===== config.mk =====
export PLATFORM = sky130hd
export DESIGN_NAME = instr_loader
export DESIGN_NICKNAME = d
export VERILOG_FILES = /design/src/rtl/instr_loader.sv
export SDC_FILE = /design/constraint.sdc
export NUM_CORES = 1
export LEC_CHECK = 0
export CORE_UTILIZATION = 50
export CTS_BUF_LIST = sky130_fd_sc_hd__clkbuf_16
export DETAILED_ROUTE_END_ITERATION = 10
export GPL_TIMING_DRIVEN = 0
export PLACE_DENSITY = 0.82
export SYNTH_ARGS = -nofsm -noshare
export SYNTH_HDL_FRONTEND = slang
export SYNTH_SLANG_ARGS = --single-unit

===== constraint.sdc =====
create_clock -name Clock -period 1.9 [get_ports Clock]
set_input_delay 0.475 -clock Clock [delete_from_list [all_inputs] [get_ports Clock]]
set_output_delay 0.475 -clock Clock [all_outputs]
set_load 0.03 [all_outputs]

===== src/rtl/instr_loader.sv =====
// instr_loader
//   Receives a framed program image as a byte stream and writes it into
//   instruction memory while holding the CPU in reset.
//   Frame: 0xA5, count N, N x 4 instruction bytes (MSB first), checksum.
//   The checksum is the XOR of the 4N instruction bytes only.
//
// Ports
//   Clock          rising-edge clock
//   Reset          asynchronous, active-low reset
//   iByte          incoming program-stream byte
//   iByteValid     iByte is valid this cycle
//   oByteReady     loader accepts a byte this cycle (low during write strobe)
//   iStart         rearm request, honoured only in DONE or ERROR
//   oWriteEnable   one-cycle instruction-memory write strobe
//   oWriteAddress  instruction-memory write address
//   oInstruction   28-bit instruction word to be written
//   oCpuReset      active-high CPU reset, released only in DONE
//   oDone          load finished with a matching checksum
//   oError         load aborted
module instr_loader #(
  parameter int ADDR_WIDTH = 8
) (
  input  logic                  Clock,
  input  logic                  Reset,
  input  logic [7:0]            iByte,
  input  logic                  iByteValid,
  output logic                  oByteReady,
  input  logic                  iStart,
  output logic                  oWriteEnable,
  output logic [ADDR_WIDTH-1:0] oWriteAddress,
  output logic [27:0]           oInstruction,
  output logic                  oCpuReset,
  output logic                  oDone,
  output logic                  oError
);

  // Largest instruction count that still fits the address space without wrap.
  localparam int unsigned MAX_COUNT = 32'd1 << ADDR_WIDTH;

  typedef enum logic [2:0] {
    IDLE  = 3'd0,
    COUNT = 3'd1,
    DATA  = 3'd2,
    CHECK = 3'd3,
    DONE  = 3'd4,
    ERROR = 3'd5
  } state_t;

  state_t      state_r;
  logic [7:0]  count_r;       // N from the frame header
  logic [7:0]  instrCount_r;  // instructions already written this frame
  logic [1:0]  byteCnt_r;     // position of the next byte within an instruction
  logic [23:0] assembly_r;    // first three bytes; the fourth is merged on the fly
  logic [7:0]  checksum_r;
  logic        accept_s;

  // Upper nibble of an instruction's leading byte is reserved and must be zero.
  function automatic logic reservedBad(input logic [7:0] b);
    return (b[7:4] != 4'h0);
  endfunction

  // A byte is consumed only on a valid/ready handshake.
  always_comb begin
    accept_s = iByteValid & oByteReady;
  end

  // Frame-parsing FSM; every output is a register updated alongside the state.
  always_ff @(posedge Clock or negedge Reset) begin
    if (!Reset) begin
      state_r       <= IDLE;
      count_r       <= 8'd0;
      instrCount_r  <= 8'd0;
      byteCnt_r     <= 2'd0;
      assembly_r    <= 24'd0;
      checksum_r    <= 8'd0;
      oByteReady    <= 1'b0;
      oWriteEnable  <= 1'b0;
      oWriteAddress <= '0;
      oInstruction  <= 28'd0;
      oCpuReset     <= 1'b1;
      oDone         <= 1'b0;
      oError        <= 1'b0;
    end else begin
      oWriteEnable <= 1'b0;
      case (state_r)
        IDLE: begin
          // Also raises ready on the first edge after reset release.
          oByteReady <= 1'b1;
          if (accept_s && (iByte == 8'hA5)) begin
            state_r <= COUNT;
          end
        end

        COUNT: begin
          if (accept_s) begin
            if ((iByte == 8'd0) || (32'(iByte) > MAX_COUNT)) begin
              state_r    <= ERROR;
              oByteReady <= 1'b0;
              oError     <= 1'b1;
            end else begin
              state_r       <= DATA;
              count_r       <= iByte;
              instrCount_r  <= 8'd0;
              byteCnt_r     <= 2'd0;
              checksum_r    <= 8'd0;
              oWriteAddress <= '0;
            end
          end
        end

        DATA: begin
          if (oWriteEnable) begin
            // Strobe cycle just ended: advance address, decide if frame body is complete.
            oByteReady    <= 1'b1;
            oWriteAddress <= oWriteAddress + {{(ADDR_WIDTH-1){1'b0}}, 1'b1};
            instrCount_r  <= instrCount_r + 8'd1;
            if ((instrCount_r + 8'd1) == count_r) begin
              state_r <= CHECK;
            end
          end else if (accept_s) begin
            if ((byteCnt_r == 2'd0) && reservedBad(iByte)) begin
              state_r    <= ERROR;
              oByteReady <= 1'b0;
              oError     <= 1'b1;
            end else begin
              assembly_r <= {assembly_r[15:0], iByte};
              checksum_r <= checksum_r ^ iByte;
              byteCnt_r  <= byteCnt_r + 2'd1;
              if (byteCnt_r == 2'd3) begin
                // Fourth byte: present the word now, stall input for the strobe cycle.
                oWriteEnable <= 1'b1;
                oInstruction <= {assembly_r[19:0], iByte};
                oByteReady   <= 1'b0;
              end
            end
          end
        end

        CHECK: begin
          if (accept_s) begin
            oByteReady <= 1'b0;
            if (iByte == checksum_r) begin
              state_r   <= DONE;
              oDone     <= 1'b1;
              oCpuReset <= 1'b0;
            end else begin
              state_r <= ERROR;
              oError  <= 1'b1;
            end
          end
        end

        DONE, ERROR: begin
          if (iStart) begin
            state_r    <= IDLE;
            oByteReady <= 1'b1;
            oCpuReset  <= 1'b1;
            oDone      <= 1'b0;
            oError     <= 1'b0;
          end
        end

        default: begin
          state_r    <= IDLE;
          oByteReady <= 1'b0;
          oCpuReset  <= 1'b1;
          oDone      <= 1'b0;
          oError     <= 1'b0;
        end
      endcase
    end
  end

endmodule


# Yosys cells after proc, flatten, opt, wreduce, memory -nomap -nowiden
# Index checks and enable logic that the tools add are counted.
# totals
regBits,90
in_bits,12
out_inout_bits,41
# op_classes
addsub,3
n_eq_ne,26
muxes,56
bitwise_logic,7
n_reduce_logical,18
# op_table
operator,n
$mux W8,7
$pmux W8 S2,3
$mux W3,9
$mux W1,26
$ne A2 B2 Y1 const B,13
$add A8 B1 Y8 const B,2
$eq A8 B8 Y1,2
$pmux W3 S5,1
$reduce_and A4 Y1,3
$reduce_and A6 Y1,2
$mux W2,5
$pmux W1 S5,2
$ne A3 B3 Y1 const B,3
$reduce_and A9 Y1,1
$eq A8 B8 Y1 const B,1
$logic_not A8 Y1,1
$xor A8 B8 Y8,1
$reduce_and A7 Y1,1
$eq A3 B2 Y1 const B,2
$eq A3 B3 Y1 const B,2
$pmux W1 S3,2
$not A1 Y1,5
$reduce_and A5 Y1,1
$ne A4 B4 Y1 const B,1
13 further kinds,14

# Longest topological paths before layout
# Gate-level depths: netlist (run 1).
# depth
ltp_word,6
ltp_mapped,9
ltp_nobuf,7

# Worst setup path after synthesis (run 1)
# OpenSTA, ideal clock, no wires.
# synth_timing
kind,input port to flip-flop
start,input port iByte[5]
end,register oInstruction[18]
setup_ps,125
arrival_ps,1888
slack_ps,-113
stages,8
path_buffers,4
cell_sequence,buf_4 -> o41ai_4 -> and3_1 -> buf_4 -> nand2_2 -> buf_6 -> buf_6 -> mux2_4
# synth_via
elab_chain_len,4
# synth_lines
item,line_no,source
"start, declared",25,"input logic [7:0] iByte,"
$reduce_bool A4 Y1,59,return (b[7:4] != 4'h0);
$logic_and A1 B1 Y1,121,if ((byteCnt_r == 2'd0) && reservedBad(iByte)) begin
$not A1 Y1 (no line),--,
$reduce_and A5 Y1 (no line),--,
"end signal, assigned",132,"oInstruction <= {assembly_r[19:0], iByte};"
"end, declared",31,"output logic [27:0] oInstruction,"
# Every way passes these cells.
# A chain may end at the register's enable or synchronous reset.

# Worst setup path in the final report (run 1)
# layout_timing
start,register oInstruction[12]
end,output port oInstruction[12]
# No word-level cell between the ends.

==> results of run 1 <==
metrics by stage:
| stage | util, % | setup TNS (ps) | power [mW] |
|---|---|---|---|
| floorplan | - | -755 | 3.90 |
| global placement | 59.3 | -292980 | 4.35 |
| detailed placement | 59.5 | -43180 | 4.46 |
| CTS | 64.1 | 0 | 6.41 |
| global route | 65.5 | -465 | 6.83 |
| finish | 65.5 | 0 | 6.52 |
worst reg2reg max path, delay by kind of cell, from the launching register on:
| kind | cells | cell delay (ps) |
|---|---|---|
| AND/OR/NAND/NOR | 4 | 620 |
| buffers and inverters | 4 | 780 |
| flip-flops | 1 | 360 |
registers in the layout (all words and copies together), names as in the netlist, 2 cells and up:
signal,cells
state_r,3
byteCnt_r,2
count_r,8
checksum_r,8
instrCount_r,8
assembly_r,20
oWriteAddress,8
oInstruction,28
logic make-up (layout without fill, tap and decap cells):
group	count (synthesis)	after routing	share of synthesized area (%)
AND/OR/NAND/NOR	143	143	16.3
buffers and inverters	27	97	3.36
multiplexers	36	36	10.4
flip-flops	90	90	53.6
XOR/XNOR	22	22	4.58
AO/OA/AOI/OAI	69	69	10.6
adder cells (fa/ha/maj)	4	4	1.19
final cells by class:
cell class / count / area share, %
plain buffers: 17 / 2.94
clock buffers: 9 / 4.21
clock inverters: 7 / 1.61
inverters: 6 / 0.421
multi-input cells: 274 / 35.1
flip-flops and latches: 90 / 42.1
well taps: 105 / 2.45
repair buffers: 58 / 11.1
timing repair:
item                                    in CTS  in global routing
pin swaps                                    4                  5
endpoints found under the setup margin      77                 65
gates resized for setup                     27                 36
buffers inserted                             6                  2
cloned                                       0                  1
layer usage:
metal / part of all wire (%) / global-route usage, % / up-vias
met4: 1.8 / 9.23 / 0
met1: 45 / 29.9 / 1616
li1: - / - / 1488
met5: 0 / 0 / -
met2: 50 / 38.8 / 88
met3: 3.9 / 5.02 / 17
placed cells by master, fill, tap and decap left out, types with 3 or more instances in the layout:
| cell | netlist | layout |
|---|---|---|
| o21ai_0 | 41 | 37 |
| xor2_1 | 6 | 6 |
| buf_6 | 3 | 6 |
| clkbuf_1 | 8 | 3 |
| inv_1 | 6 | 6 |
| clkdlybuf4s50_1 | 0 | 30 |
| nor2_1 | 25 | 23 |
| xnor2_1 | 16 | 16 |
| buf_4 | 2 | 10 |
| buf_12 | 0 | 3 |
| and3_1 | 5 | 5 |
| o21ai_1 | 2 | 6 |
| a21oi_1 | 7 | 7 |
| clkbuf_2 | 0 | 3 |
| mux2_4 | 9 | 9 |
| dlymetal6s2s_1 | 0 | 6 |
| nand2_1 | 76 | 75 |
| o31ai_1 | 3 | 3 |
| nand3_1 | 14 | 14 |
| nand4_1 | 3 | 3 |
| mux2_2 | 26 | 26 |
| dlygate4sd2_1 | 0 | 7 |
| clkbuf_16 | 0 | 10 |
| dfrtp_1 | 89 | 89 |
path summary, 6_finish.rpt:
| check | start | endpoint | slack, ps | cells after the start |
|---|---|---|---|---|
| max | oInstruction[12]$_DFFE_PN0P_ | oInstruction[12] | 20 | 1 |
| min | Reset | oInstruction[26]$_DFFE_PN0P_ | 130 | 1 |
| max reg2reg | state_r[2]$_DFFE_PN0P_ | assembly_r[13]$_DFFE_PN0P_ | 30 | 8 |
| min reg2reg | assembly_r[14]$_DFFE_PN0P_ | assembly_r[14]$_DFFE_PN0P_ | 480 | 2 |
| max in group asynchronous | Reset | oCpuReset$_DFFE_PN1P_ | 1080 | 2 |
| min in group Clock | iByte[4] | oInstruction[4]$_DFFE_PN0P_ | 420 | 2 |
power groups by stage:
stage	registers [mW]	clock network, mW	logic, mW
after CTS	2.67	1.88	1.87
after global placement	2.67	0	1.69
after global routing	2.72	1.96	2.14
after detailed placement	2.70	0	1.76
final	2.67	1.87	1.98
after floorplan	2.76	0	1.14
==> key figures, run 1 <==
Worst setup path
  – Required @ worst endpoint: 1420 ps
  – Buffers plus inverters on the worst setup path: 1
  – Data arrival time of the critical path: 1400 ps
  – Nature of the critical path startpoint: register
  – Highest cell delay on the worst timing path: 680 ps
  – Startpoint-to-endpoint class of the critical path: reg -> out
  – Cell family contributing the most delay on the critical path: buffers and inverters
  – Maximum fanout encountered on the critical timing path: 2
  – Slowest stage cell, crit path: clkdlybuf4s50_1
  – Cells along the critical path: clkdlybuf4s50_1
  – Critical Path Sink Type: output pin

Logic synthesis
  – Synth top area cells: dfrtp_1 53%, mux2_2 7.0%, nand2_1 6.8%
  – Most numerous cell in the Yosys netlist: dfrtp_1
  – Post-Syn Area: 0.00421 mm2
  – Leading cell types by count after synthesis: 89 x dfrtp_1, 76 x nand2_1, 41 x o21ai_0
  – Gate Count Post-Synth: 391
  – Synth Register Bits: 90
  – Number of enable flip-flop cells after synthesis: 0
  – Asr flop ratio synth: 100%
  – Syn Nets: 407
  – Average size of a mapped cell: 10.8 um2
  – Portion of the post-synthesis area used by sequential elements: 53.6%
  – Unique cell type count in the Yosys netlist: 48
  – Number of warnings issued by yosys: 0
  – Dominant cell type by area after synthesis: dfrtp_1
  – Ys flop type: dfrtp_1
  – Area share of the leading cell type in the synthesized netlist: 53.0%

STA
  – Headroom to the max-slew limit: 59.6%
  – Transition time of the tightest slew-check pin: 606 ps
  – Worst-case setup margin in the final layout: 23.0 ps
  – Achievable Freq: 533 MHz
  – Total count of hold-check failures in the final report: 0
  – Max Transition Viols Final: 0
  – Final setup violation count: 0
  – Min Tclk post-route: 1880 ps
  – Crit share post-route: 98.8%
  – Worst clock skew: 7.77 ps
  – Worst hold margin: 125 ps

Die
  – Vertical die dimension: 93.7 um
  – Starting density of the core: 51.4%
  – Die Footprint: 0.00878 mm2
  – Placeable core area: 0.00818 mm2
  – Chip Width: 93.7 um
  – Count of pins on the block boundary: 53
  – Row count: 33

Cells and area
  – Area growth from synthesis to layout: 27.3%
  – Final non-filler cell total: 566
  – Final standard cell area without fillers: 0.00536 mm2
  – Area taken by flip-flops and latches: 0.00225 mm2
  – Number of antenna cells inserted: 0
  – Area of the multi-input gates: 0.00188 mm2
  – Count of nets after finishing: 472
  – Fill cell total of the finished layout: 622
  – Layout cell share with drive strength beyond 1: 21.7%

Route
  – Final wirelength: 9910 um
  – Starting DRC count in detailed routing: 217
  – Routed wire length per instance: 17.5 um
  – Via count: 3209
  – Pre-Repair DR Iteration Count: 7
  – Residual DRC count: 2
  – Antenna-violating nets left: 0
  – Via-to-Cell Ratio: 5.67

Placement
  – Routability-driven placement congestion ratio: 0.876
  – Dpl ws: -927 ps
  – HPWL Detailed: 6260 um
  – DP Cell Count: 545
  – Count of input and output buffers: 48
  – Post-detailed-placement cell area: 0.00486 mm2

Pwr
  – Ratio of total power to cell area: 1220 mW/mm2
  – Clock power frac: 28.6%
  – Fraction of power consumed by combinational cells: 30.4%
  – Largest vdd supply drop: 0.774 mV
  – Switch share: 34.4%
  – Leakage power summed over all cells: 2.60 nW
  – Sequential Power Share: 41.0%
  – P_int: 4.28 mW
  – Total net switching power: 2.24 mW

Hold path
  – Path class of the lowest-slack min-delay path: in -> async

GRT
  – Initial antenna violation count: 0
  – Largest net degree at the start of global routing: 48
  – Global-route usage over all layers: 23.4%
  – Grt total ovfl: 0
  – Number of global-route vias before repair: 3168
  – Global-route wire length before repair: 15700 um

Clock tree
  – Clk buf depth: 2
  – Root buffer cell: clkbuf_16
  – Number of CTS-inserted buffers: 9
  – Clock latency on the worst-skew pair: 350 ps
  – Clock tree from TritonCTS: done
  – Clock Pin Slew Worst Setup and Hold Paths: 70 ps
  – Quantity of hold-fixing buffers added after cts: 0
  – Number of sinks on the clock net: 90
  – Maximum level of the CTS H-tree: 3

Run
  – Number of maximum-capacitance violations: 0

Outcome
  – Violated checks: design-rule violations
  – Run status: complete, but fails checks
(Power assumes the default switching activity.)
==> run 2, diff against run 1 <==
--- a/config.mk
+++ b/config.mk
@@ -5,11 +5,14 @@
 export SDC_FILE = /design/constraint.sdc
 export NUM_CORES = 1
 export LEC_CHECK = 0
+export ABC_CLOCK_PERIOD_IN_PS = 1900
 export CORE_UTILIZATION = 50
 export CTS_BUF_LIST = sky130_fd_sc_hd__clkbuf_16
 export DETAILED_ROUTE_END_ITERATION = 10
 export GPL_TIMING_DRIVEN = 0
+export HOLD_SLACK_MARGIN = 0.06
 export PLACE_DENSITY = 0.82
+export SETUP_SLACK_MARGIN = 0.05
 export SYNTH_ARGS = -nofsm -noshare
 export SYNTH_HDL_FRONTEND = slang
 export SYNTH_SLANG_ARGS = --single-unit
==> run 2 against run 1 <==
Effect of this change: the run ends with design-rule violations, negative setup slack left; cell count increased by 2.5%; total power increased by 2.1%; critical path depth increased by 7; via count increased by 2.9%; first-iteration DRC count increased by 15%; global-route usage increased by 0.89 points.
==> key figures, run 2 (synthesized netlist as in run 1, its figures left out) <==
GRT
  – Initial antenna violation count: 0 (unchanged)
  – Number of global-route vias before repair: 3359 (was 3168)
  – Global-route usage over all layers: 24.3% (was 23.4%)
  – Largest net degree at the start of global routing: 50 (was 48)
  – Global-route wire length before repair: 16300 um (was 15700 um)
  – Grt total ovfl: 0 (unchanged)

Clock tree
  – Clock Pin Slew Worst Setup and Hold Paths: 70 ps (about the same)
  – Maximum level of the CTS H-tree: 3 (unchanged)
  – Clk buf depth: 2 (unchanged)
  – Number of sinks on the clock net: 90 (unchanged)
  – Clock tree from TritonCTS: done (unchanged)
  – Number of CTS-inserted buffers: 9 (unchanged)
  – Quantity of hold-fixing buffers added after cts: 0 (unchanged)
  – Root buffer cell: clkbuf_16 (unchanged)
  – Clock latency on the worst-skew pair: 340 ps (was 350 ps)

STA
  – Max Transition Viols Final: 0 (unchanged)
  – Final setup violation count: 2 (was 0)
  – Headroom to the max-slew limit: 63.1% (was 59.6%)
  – Crit share post-route: 101% (was 98.8%)
  – Unrepaired setup endpoints after global routing: yes
  – Worst clock skew: 5.31 ps (was 7.77 ps)
  – Total count of hold-check failures in the final report: 0 (unchanged)
  – Min Tclk post-route: 1920 ps (was 1880 ps)
  – Transition time of the tightest slew-check pin: 549 ps (was 606 ps)
  – Worst hold margin: 116 ps (was 125 ps)
  – Worst-case setup margin in the final layout: -15.4 ps (was 23.0 ps)
  – Achievable Freq: 522 MHz (was 533 MHz)

Die
  – Starting density of the core: 51.4% (unchanged)
  – Row count: 33 (unchanged)
  – Vertical die dimension: 93.7 um (unchanged)
  – Placeable core area: 0.00818 mm2 (unchanged)
  – Chip Width: 93.7 um (unchanged)
  – Die Footprint: 0.00878 mm2 (unchanged)
  – Count of pins on the block boundary: 53 (unchanged)

Outcome
  – Violated checks: design-rule violations, negative setup slack (was design-rule violations)
  – Run status: complete, but fails checks (unchanged)

Worst setup path
  – Launch point of the worst reg-to-reg path: state_r[2]$_DFFE_PN0P_ (unchanged)
  – Reg-to-reg setup timing slack: -20 ps (was 30 ps)
  – Reg2Reg Capture Point: oInstruction[5]$_DFFE_PN0P_ (was assembly_r[13]$_DFFE_PN0P_)
  – FF-to-FF path depth: 8 (unchanged)
  – Nature of the critical path startpoint: register (unchanged)
  – Data arrival time of the critical path: 2140 ps (was 1400 ps)
  – Startpoint of the most critical setup path: state_r[2]$_DFFE_PN0P_ (was oInstruction[12]$_DFFE_PN0P_)
  – Critical Path Sink Type: register (was output pin)
  – Startpoint-to-endpoint class of the critical path: reg -> reg (was reg -> out)
  – Maximum fanout encountered on the critical timing path: 6 (was 2)
  – Required @ worst endpoint: 2130 ps (was 1420 ps)
  – End point of the critical path: oInstruction[5]$_DFFE_PN0P_ (was oInstruction[12])

Placement
  – Count of input and output buffers: 48 (unchanged)
  – HPWL Detailed: 6190 um (was 6260 um)
  – DP Cell Count: 545 (unchanged)
  – Routability-driven placement congestion ratio: 0.836 (was 0.876)

Pwr
  – Ratio of total power to cell area: 1190 mW/mm2 (was 1220 mW/mm2)
  – Largest vdd supply drop: 0.716 mV (was 0.774 mV)
  – Leakage power summed over all cells: 3.02 nW (was 2.60 nW)

Cells and area
  – Final non-filler cell total: 580 (was 566)
  – Layout cell share with drive strength beyond 1: 26.5% (was 21.7%)
  – Register bank with the most flops: oInstruction (unchanged)
  – Largest registers ranked by flip-flop count: oInstruction: 28 flops, assembly_r: 20 flops (unchanged)
  – Fill cell total of the finished layout: 588 (was 622)
  – Commonest cells after routing, fill and taps aside: 87 x dfrtp_1, 75 x nand2_1, 34 x o21ai_0 (was 89 x dfrtp_1, 75 x nand2_1, 37 x o21ai_0)
  – Max FFs per register: 28 (unchanged)
  – Leading cell type in the layout, fill and taps excluded: dfrtp_1 (unchanged)
  – Count of nets after finishing: 486 (was 472)
  – Area growth from synthesis to layout: 32.6% (was 27.3%)
  – Number of antenna cells inserted: 0 (unchanged)

Route
  – Antenna-violating nets left: 0 (unchanged)
  – Pre-Repair DR Iteration Count: 11 (was 7)
  – Residual DRC count: 4 (was 2)
  – Via count: 3301 (was 3209)
  – Starting DRC count in detailed routing: 250 (was 217)
  – Routed wire length per instance: 17.8 um (was 17.5 um)
  – Final wirelength: 10300 um (was 9910 um)
  – Via-to-Cell Ratio: 5.69 (was 5.67)

Run
  – Number of maximum-capacitance violations: 0 (unchanged)

Hold path
  – Path class of the lowest-slack min-delay path: in -> async (unchanged)
==> run 2: timing repair <==
item,4_1_cts,5_1_grt
cloned,1,1
gates resized for setup,50,67
endpoints found under the setup margin,98,96
buffers inserted,15,9
pin swaps,4,12
==> run 2: metal layers <==
layer / part of all wire [%] / track usage, % / vias up
li1: - / - / 1508
met1: 42 / 31.3 / 1653
met2: 52 / 40.1 / 118
met3: 4.4 / 4.45 / 22
met4: 2.0 / 10.3 / 0
met5: 0 / 0 / -
==> run 2: how the worst min path moves through the flow <==
stage	depth (start not counted)	slack (ps)	from	endpoint
4_1_cts	1	150	Reset	oInstruction[26]$_DFFE_PN0P_
6_report	1	120	Reset	oInstruction[26]$_DFFE_PN0P_
5_1_grt	1	170	Reset	oInstruction[26]$_DFFE_PN0P_
3_3_place_gp	2	460	assembly_r[19]$_DFFE_PN0P_	assembly_r[19]$_DFFE_PN0P_
2_1_floorplan	0	180	Reset	assembly_r[0]$_DFFE_PN0P_
3_5_place_dp	2	460	assembly_r[19]$_DFFE_PN0P_	assembly_r[19]$_DFFE_PN0P_
==> run 2: worst max-delay path, cell delays in order (launching register included) <==
cell and delay [ps]:
dfrtp_1 370, buf_6 130, nor4b_4 330, and3_4 270, nand2_4 60, buf_8 130, buf_6 110, buf_6 110
mux2_4 280
==> run 2: power breakdown <==
part / switching, mW / internal (mW)
combinational: 1.12 / 0.995
sequential: 0.345 / 2.36
clock: 0.799 / 1.05
==> run 2: metrics by stage <==
stage                     setup TNS [ps]  utilization, %  total power, mW  cell area (um2)  setup slack, ps
final                              -16.3            68.2             6.66             5580            -15.4
after global routing                -277            68.2             6.99             5580            -79.0
after CTS                           -418            66.3             6.53             5420            -55.9
after detailed placement          -42000            60.0             4.50             4900             -873
after global placement           -296170            59.7             4.43             4880            -3190
after floorplan                     -755               -             3.95             4270            -83.9
==> run 2: final cells by class <==
| class | count | area [um2] | share of cell area (%) |
|---|---|---|---|
| flip-flops and latches | 90 | 2260 | 40.4 |
| multi-input cells | 274 | 1930 | 34.7 |
| repair buffers | 73 | 761 | 13.6 |
| clock buffers | 9 | 225 | 4.04 |
| plain buffers | 16 | 164 | 2.94 |
| well taps | 105 | 131 | 2.36 |
| clock inverters | 7 | 83.8 | 1.50 |
| inverters | 6 | 22.5 | 0.404 |
